## config.mk

```make
export PLATFORM = sky130hd
export DESIGN_NAME = if_fetch_unit
export DESIGN_NICKNAME = d
export VERILOG_FILES = /design/src/rtl/cpu_pkg.sv /design/src/rtl/fetch_fifo2.sv /design/src/rtl/if_fetch_unit.sv
export SDC_FILE = /design/constraint.sdc
export NUM_CORES = 1
export LEC_CHECK = 0
export BUFFER_PORTS_ARGS = -buffer_cell sky130_fd_sc_hd__buf_2
export CAP_MARGIN = 20
export CORE_ASPECT_RATIO = 1.75
export CORE_MARGIN = 3
export CORE_UTILIZATION = 45
export DETAILED_ROUTE_END_ITERATION = 10
export PLACE_DENSITY = 0.67
export SYNTH_ARGS = -nofsm -noshare
export SYNTH_HDL_FRONTEND = slang
export SYNTH_SLANG_ARGS = --single-unit
export TNS_END_PERCENT = 5
```

## constraint.sdc

```tcl
create_clock -name clk -period 7.3 [get_ports clk]
set_input_delay 0.365 -clock clk [delete_from_list [all_inputs] [get_ports clk]]
set_output_delay 0.365 -clock clk [all_outputs]
set_load 0.03 [all_outputs]
```

## src/rtl/cpu_pkg.sv

```systemverilog
// cpu_pkg: shared definitions for the instruction-fetch slice.
//   - default address/data widths and reset PC for the fetch unit
//   - NOP encoding driven on instr_out while nothing valid is presented
//   - fetch FSM state enum and its next-state helper
package cpu_pkg;

  localparam int unsigned ADDR_W_DEF = 9;
  localparam int unsigned DATA_W_DEF = 32;
  localparam logic [8:0]  RESET_PC_DEF = 9'h000;
  localparam logic [31:0] NOP_INSTR = 32'h0000_0000;

  typedef enum logic [1:0] {
    ST_BOOT = 2'd0,
    ST_RUN  = 2'd1,
    ST_HALT = 2'd2
  } fetch_state_e;

  // BOOT is a single idle cycle; RUN/HALT follow the halt_req level.
  function automatic fetch_state_e fsm_next(input fetch_state_e cur, input logic halt);
    fetch_state_e nxt;
    case (cur)
      ST_BOOT: nxt = ST_RUN;
      ST_RUN:  nxt = halt ? ST_HALT : ST_RUN;
      ST_HALT: nxt = halt ? ST_HALT : ST_RUN;
      default: nxt = ST_BOOT;
    endcase
    return nxt;
  endfunction

endpackage

```

## src/rtl/fetch_fifo2.sv

```systemverilog
// fetch_fifo2: two-entry queue of {pc, instr} words feeding the IF register.
// Ports:
//   clk, rst_n   clock, asynchronous active-low reset
//   push         write push_data at the tail
//   pop          drop the head
//   flush        empty the queue; beats push and pop in the same cycle
//   push_data    W-bit entry to enqueue
//   head_data    current head entry (meaningful only when count != 0)
//   count        number of valid entries, 0..2
// Entry 0 is always the head, so the output needs no read-pointer mux.
module fetch_fifo2 import cpu_pkg::*; #(
  parameter int unsigned W = 41
) (
  input  logic         clk,
  input  logic         rst_n,
  input  logic         push,
  input  logic         pop,
  input  logic         flush,
  input  logic [W-1:0] push_data,
  output logic [W-1:0] head_data,
  output logic [1:0]   count
);

  logic [W-1:0] ent0_q, ent0_d;
  logic [W-1:0] ent1_q, ent1_d;
  logic [1:0]   cnt_q, cnt_d;
  logic         pop_ok_s;
  logic         push_ok_s;

  // Ignore pop on an empty queue and push on a full one that is not popping.
  assign pop_ok_s  = pop & (cnt_q != 2'd0);
  assign push_ok_s = push & ((cnt_q != 2'd2) | pop_ok_s);

  // Next-state for the shift-style queue: entry 1 moves into entry 0 on pop.
  always_comb begin
    ent0_d = ent0_q;
    ent1_d = ent1_q;
    cnt_d  = cnt_q;
    if (flush) begin
      ent0_d = {W{1'b0}};
      ent1_d = {W{1'b0}};
      cnt_d  = 2'd0;
    end else begin
      case ({push_ok_s, pop_ok_s})
        2'b10: begin
          if (cnt_q == 2'd0) begin
            ent0_d = push_data;
          end else begin
            ent1_d = push_data;
          end
          cnt_d = cnt_q + 2'd1;
        end
        2'b01: begin
          ent0_d = ent1_q;
          cnt_d  = cnt_q - 2'd1;
        end
        2'b11: begin
          if (cnt_q == 2'd1) begin
            ent0_d = push_data;
          end else begin
            ent0_d = ent1_q;
            ent1_d = push_data;
          end
        end
        default: begin
          cnt_d = cnt_q;
        end
      endcase
    end
  end

  // Queue storage and occupancy registers.
  always_ff @(posedge clk or negedge rst_n) begin
    if (!rst_n) begin
      ent0_q <= {W{1'b0}};
      ent1_q <= {W{1'b0}};
      cnt_q  <= 2'd0;
    end else begin
      ent0_q <= ent0_d;
      ent1_q <= ent1_d;
      cnt_q  <= cnt_d;
    end
  end

  assign head_data = ent0_q;
  assign count     = cnt_q;

endmodule

```

## src/rtl/if_fetch_unit.sv

```systemverilog
// if_fetch_unit: instruction-fetch front end.
// Holds the PC, issues word reads to a synchronous imem (1-cycle latency),
// buffers returned words in a 2-entry queue and presents {pc, instr} with
// valid/ready to the IF pipeline register.
// Ports:
//   clk, rst_n     clock, asynchronous active-low reset
//   imem_addr      imem word address (= pc_q)
//   imem_rd_en     imem read strobe; data comes back on imem_rdata next cycle
//   imem_rdata     imem read data
//   redirect_vld   taken branch/jump: restart fetch at redirect_pc, squash queue
//   redirect_pc    redirect target (word address)
//   halt_req       level; no new fetches once the FSM has entered HALT
//   instr_vld      instr_out/pc_out valid
//   instr_ready    IF register accepts; transfer = instr_vld & instr_ready
//   instr_out      fetched instruction, NOP when !instr_vld
//   pc_out         word address of instr_out, 0 when !instr_vld
module if_fetch_unit import cpu_pkg::*; #(
  parameter int unsigned       ADDR_W   = ADDR_W_DEF,
  parameter int unsigned       DATA_W   = DATA_W_DEF,
  parameter logic [ADDR_W-1:0] RESET_PC = ADDR_W'(RESET_PC_DEF)
) (
  input  logic              clk,
  input  logic              rst_n,
  output logic [ADDR_W-1:0] imem_addr,
  output logic              imem_rd_en,
  input  logic [DATA_W-1:0] imem_rdata,
  input  logic              redirect_vld,
  input  logic [ADDR_W-1:0] redirect_pc,
  input  logic              halt_req,
  output logic              instr_vld,
  input  logic              instr_ready,
  output logic [DATA_W-1:0] instr_out,
  output logic [ADDR_W-1:0] pc_out
);

  localparam int unsigned ENT_W = ADDR_W + DATA_W;

  fetch_state_e      state_q, state_d;
  logic [ADDR_W-1:0] pc_q, pc_d;
  logic [ADDR_W-1:0] inflight_pc_q, inflight_pc_d;
  logic              inflight_q, inflight_d;

  logic [1:0]        fifo_count_s;
  logic [ENT_W-1:0]  fifo_head_s;
  logic [ENT_W-1:0]  fifo_push_data_s;
  logic              head_vld_s;
  logic              pop_raw_s;
  logic              fifo_pop_s;
  logic [2:0]        occ_s;
  logic              can_issue_s;

  assign head_vld_s = (fifo_count_s != 2'd0);
  assign pop_raw_s  = head_vld_s & instr_ready;

  // A redirect squashes the shown head, so it must not count as consumed.
  assign fifo_pop_s = pop_raw_s & ~redirect_vld;

  // Slots that will be occupied after this edge; issuing is allowed while a
  // slot is still free for the word that would come back.
  assign occ_s = {1'b0, fifo_count_s} + {2'b00, inflight_q} - {2'b00, pop_raw_s};

  assign can_issue_s = (state_q == ST_RUN) & ~redirect_vld & (occ_s < 3'd2);

  // PC, in-flight tracking and FSM next-state; redirect overrides issue.
  always_comb begin
    pc_d          = pc_q;
    inflight_d    = 1'b0;
    inflight_pc_d = inflight_pc_q;
    state_d       = fsm_next(state_q, halt_req);
    if (redirect_vld) begin
      pc_d       = redirect_pc;
      inflight_d = 1'b0;
    end else if (can_issue_s) begin
      pc_d          = pc_q + ADDR_W'(1);
      inflight_d    = 1'b1;
      inflight_pc_d = pc_q;
    end else begin
      inflight_d = 1'b0;
    end
  end

  // FSM state, PC and in-flight registers.
  always_ff @(posedge clk or negedge rst_n) begin
    if (!rst_n) begin
      state_q       <= ST_BOOT;
      pc_q          <= RESET_PC;
      inflight_q    <= 1'b0;
      inflight_pc_q <= {ADDR_W{1'b0}};
    end else begin
      state_q       <= state_d;
      pc_q          <= pc_d;
      inflight_q    <= inflight_d;
      inflight_pc_q <= inflight_pc_d;
    end
  end

  assign fifo_push_data_s = {inflight_pc_q, imem_rdata};

  fetch_fifo2 #(
    .W (ENT_W)
  ) u_fifo (
    .clk       (clk),
    .rst_n     (rst_n),
    .push      (inflight_q),
    .pop       (fifo_pop_s),
    .flush     (redirect_vld),
    .push_data (fifo_push_data_s),
    .head_data (fifo_head_s),
    .count     (fifo_count_s)
  );

  assign imem_addr  = pc_q;
  assign imem_rd_en = can_issue_s;
  assign instr_vld  = head_vld_s;
  assign instr_out  = head_vld_s ? fifo_head_s[DATA_W-1:0] : DATA_W'(NOP_INSTR);
  assign pc_out     = head_vld_s ? fifo_head_s[ENT_W-1:DATA_W] : {ADDR_W{1'b0}};

endmodule
```

==> results by group <==
Drt
  • Final wirelength: 11400 um
  • Drt first pass iters: 4
  • Drt drc: 0
  • Final ANT Viol Nets: 0
  • Vias per inst: 5.33
  • DR iter-0 viols: 150
  • DR vias: 3782
  • Wirelength per Cell: 16.1 um

Timing
  • Fin Clk Skew: 0.0113 ns
  • Setup Viol. Count Final: 0
  • Tcrit/Tclk final: 67.8%
  • Final Worst Setup Slack: 2.35 ns
  • RSZ-0062 raised after global routing: no
  • Post-route minimum period: 4.95 ns
  • Slew @ Worst Pin: 1.08 ns
  • Final Max Slew Viols: 0
  • Relative slew slack: 27.8%
  • TNS Setup: 0 ns
  • Hold Vio Cnt, Final: 0
  • Max Clock Freq: 202 MHz

Yosys
  • FF+latch count, synth: 105
  • Ys Warns: 0
  • Cell accounting for the most synthesized area: dfrtp_1
  • FFs w/ async S/R, synth: 100%
  • Synth top area cells: dfrtp_1 53%, nand2_1 8.7%, mux2i_1 8.7%
  • Synth cell types: 32
  • Syn Nets: 550
  • Number of synthesized flops with an enable pin: 0
  • Post-Syn Area: 4960 um^2
  • Seq/Total Area, Yosys: 53.0%
  • Top-area cell type share of the netlist area: 53.0%
  • Syn Inst Count: 495
  • Post-synthesis average cell area: 10.0 um^2
  • Ys flop type: dfrtp_1

Finish
  • Layout cell share with drive strength beyond 1: 20.9%
  • Most common cell after layout, fill and taps aside: nand2_1
  • Fillcell total: 1018
  • Antenna Cells: 0
  • Post-route cell area: 5820 um^2
  • Most frequent cells in the layout: 114 x nand2_1, 105 x dfrtp_1, 96 x buf_2, 45 x o21ai_0
  • Synth-to-Final Area Change: 17.5%
  • Nets: 629

Placement
  • Routability cong.: 0.812
  • Port Buffers: 97
  • Setup slack at placement: 2.67 ns
  • HPWL Detailed: 7460 um
  • DP Area: 5530 um^2

Clock network
  • H-tree Lvls: 3
  • Clk_lat worst skew: 0.34 ns
  • TritonCTS clock tree: yes
  • Root buf cell: clkbuf_16
  • TritonCTS buffer count: 9
  • Max Buffers Root-to-Sink: 2
  • Post-cts sizing count: 0
  • Reg clk slew, reported paths: 0.07 ns
  • Clk sink count: 105

GRT
  • Global route overflow: 0
  • Number of global-route vias before repair: 3918
  • Largest net degree at the start of global routing: 78
  • Initial antenna violation count: 0
  • Global-route wire length before repair: 18800 um
  • GRT Total Usage: 19.1%

Floorplan
  • Boundary pin count: 98
  • Core Footprint: 10800 um^2
  • Starting Density: 46.1%
  • # rows: 50
  • Die Wd: 85.3 um
  • Die Area: 12400 um^2
  • Die height: 145 um

Power and ir drop
  • P_leak: 3.03 nW
  • Total Power: 1.96 mW
  • PwrDens: 337 nW/um^2
  • Worst VDD drop: 0.213 mV

Outcome
  • Outcome: finished, final reports clean

Worst setup path
  • Worst-path maximum fanout: 44
  • CP Capture Type: output port
  • Worst EP arrival: 4.58 ns
  • Worst path required time: 6.93 ns
  • Crit Path Category: reg -> out
  • CP startpoint kind: register

Run
  • Max-cap violations: 0

Hold path
  • HP Class: in -> reg
[per-stage QoR]
stage	hold WS, ns	utilization (%)	std cells
after floorplan	0.0694	-	495
after detailed placement	0.313	51.3	692
after CTS	0.219	54.1	709
after global routing	0.252	54.1	709
final	0.232	54.1	709
after global placement	0.306	51.3	692
[per-layer routing]
layer,routed length [um],GRT usage [%],up-vias
met5,0,0,-
met4,197,7.84,0
met3,455,3.12,18
met1,4750,22.6,1825
li1,-,-,1849
met2,6010,34.1,90
[cell usage after synthesis, types with 2 or more instances]
cell type / instances
a211oi_1: 4
a21oi_1: 3
buf_1: 6
buf_2: 7
clkbuf_1: 21
dfrtp_1: 105
ha_1: 8
inv_1: 13
mux2i_1: 43
nand2_1: 115
nand3_1: 5
nor2_1: 9
nor2b_1: 43
o21ai_0: 45
o2bb2ai_1: 41
o311ai_0: 9
or3_1: 2
xnor2_1: 2
[worst paths after layout]
path                            slack, ns  cells after the start                       endpoint                          start
worst min register to register       0.48                      2  u_fifo.ent1_q[18]$_DFFE_PN0P_  u_fifo.ent1_q[18]$_DFFE_PN0P_
min in group asynchronous            0.48                      2   u_fifo.ent1_q[0]$_DFFE_PN0P_                          rst_n
max in group asynchronous            5.54                      3  u_fifo.ent1_q[27]$_DFFE_PN0P_                          rst_n
worst max register to register       2.89                     11       imem_addr[0]$_DFFE_PN0P_    u_fifo.count[1]$_DFFE_PN0P_
worst min-delay path                 0.23                      3       imem_addr[7]$_DFFE_PN0P_                 redirect_pc[7]
worst max-delay path                 2.35                     10                     imem_rd_en    u_fifo.count[1]$_DFFE_PN0P_
[worst max-delay path, stage by stage, from the launching register on]
cell      delay (ns)
dfrtp_1         0.45
inv_1           0.13
ha_2            0.80
nor2b_1         0.30
ha_1            0.35
nand2b_1        0.15
fa_1            0.38
xor2_1          0.35
or3_1           0.61
clkinv_1        0.44
buf_2           0.29
[logic make-up (layout without fill, tap and decap cells)]
| family | after synthesis | after routing | share of synthesized area [%] |
|---|---|---|---|
| DFF | 105 | 105 | 53.0 |
| adders and majority gates | 9 | 9 | 2.42 |
| muxes | 43 | 43 | 8.68 |
| AOI/OAI and AO/OA | 107 | 107 | 15.1 |
| and+or+nand+nor | 179 | 179 | 16.2 |
| buffers and inverters | 49 | 133 | 4.04 |
| xor gates and xnor gates | 3 | 3 | 0.530 |
[sequential cells by signal, summed over array words and instances (netlist names)]
name,cells
state_q,2
u_fifo.ent1_q,41
inflight_q,1
imem_addr,9
u_fifo.head_data,41
u_fifo.count,2
inflight_pc_q,9
[final cells by class]
cell class                      count  area, um^2  share of cell area [%]
Inverter                           14        52.6                   0.902
Clock inverter                      6        58.8                    1.01
Timing Repair Buffer              103         536                    9.20
Tap cell                          130         163                    2.79
Sequential cell                   105        2630                    45.1
Clock buffer                       10         229                    3.93
Multi-Input combinational cell    341        2160                    37.0
[report_power, final]
group,internal (mW),total (mW),switching (mW)
clock,0.264,0.465,0.201
combinational,0.225,0.659,0.434
sequential,0.736,0.841,0.105
total,1.22,1.96,0.739
[timing repair]
| item | CTS | global route |
|---|---|---|
| hold buffers | 1 | 0 |
| endpoints found under the hold margin | 28 | 0 |
| buffers inserted | 0 | 0 |
No activity file was read; power rests on OpenSTA's default activity.
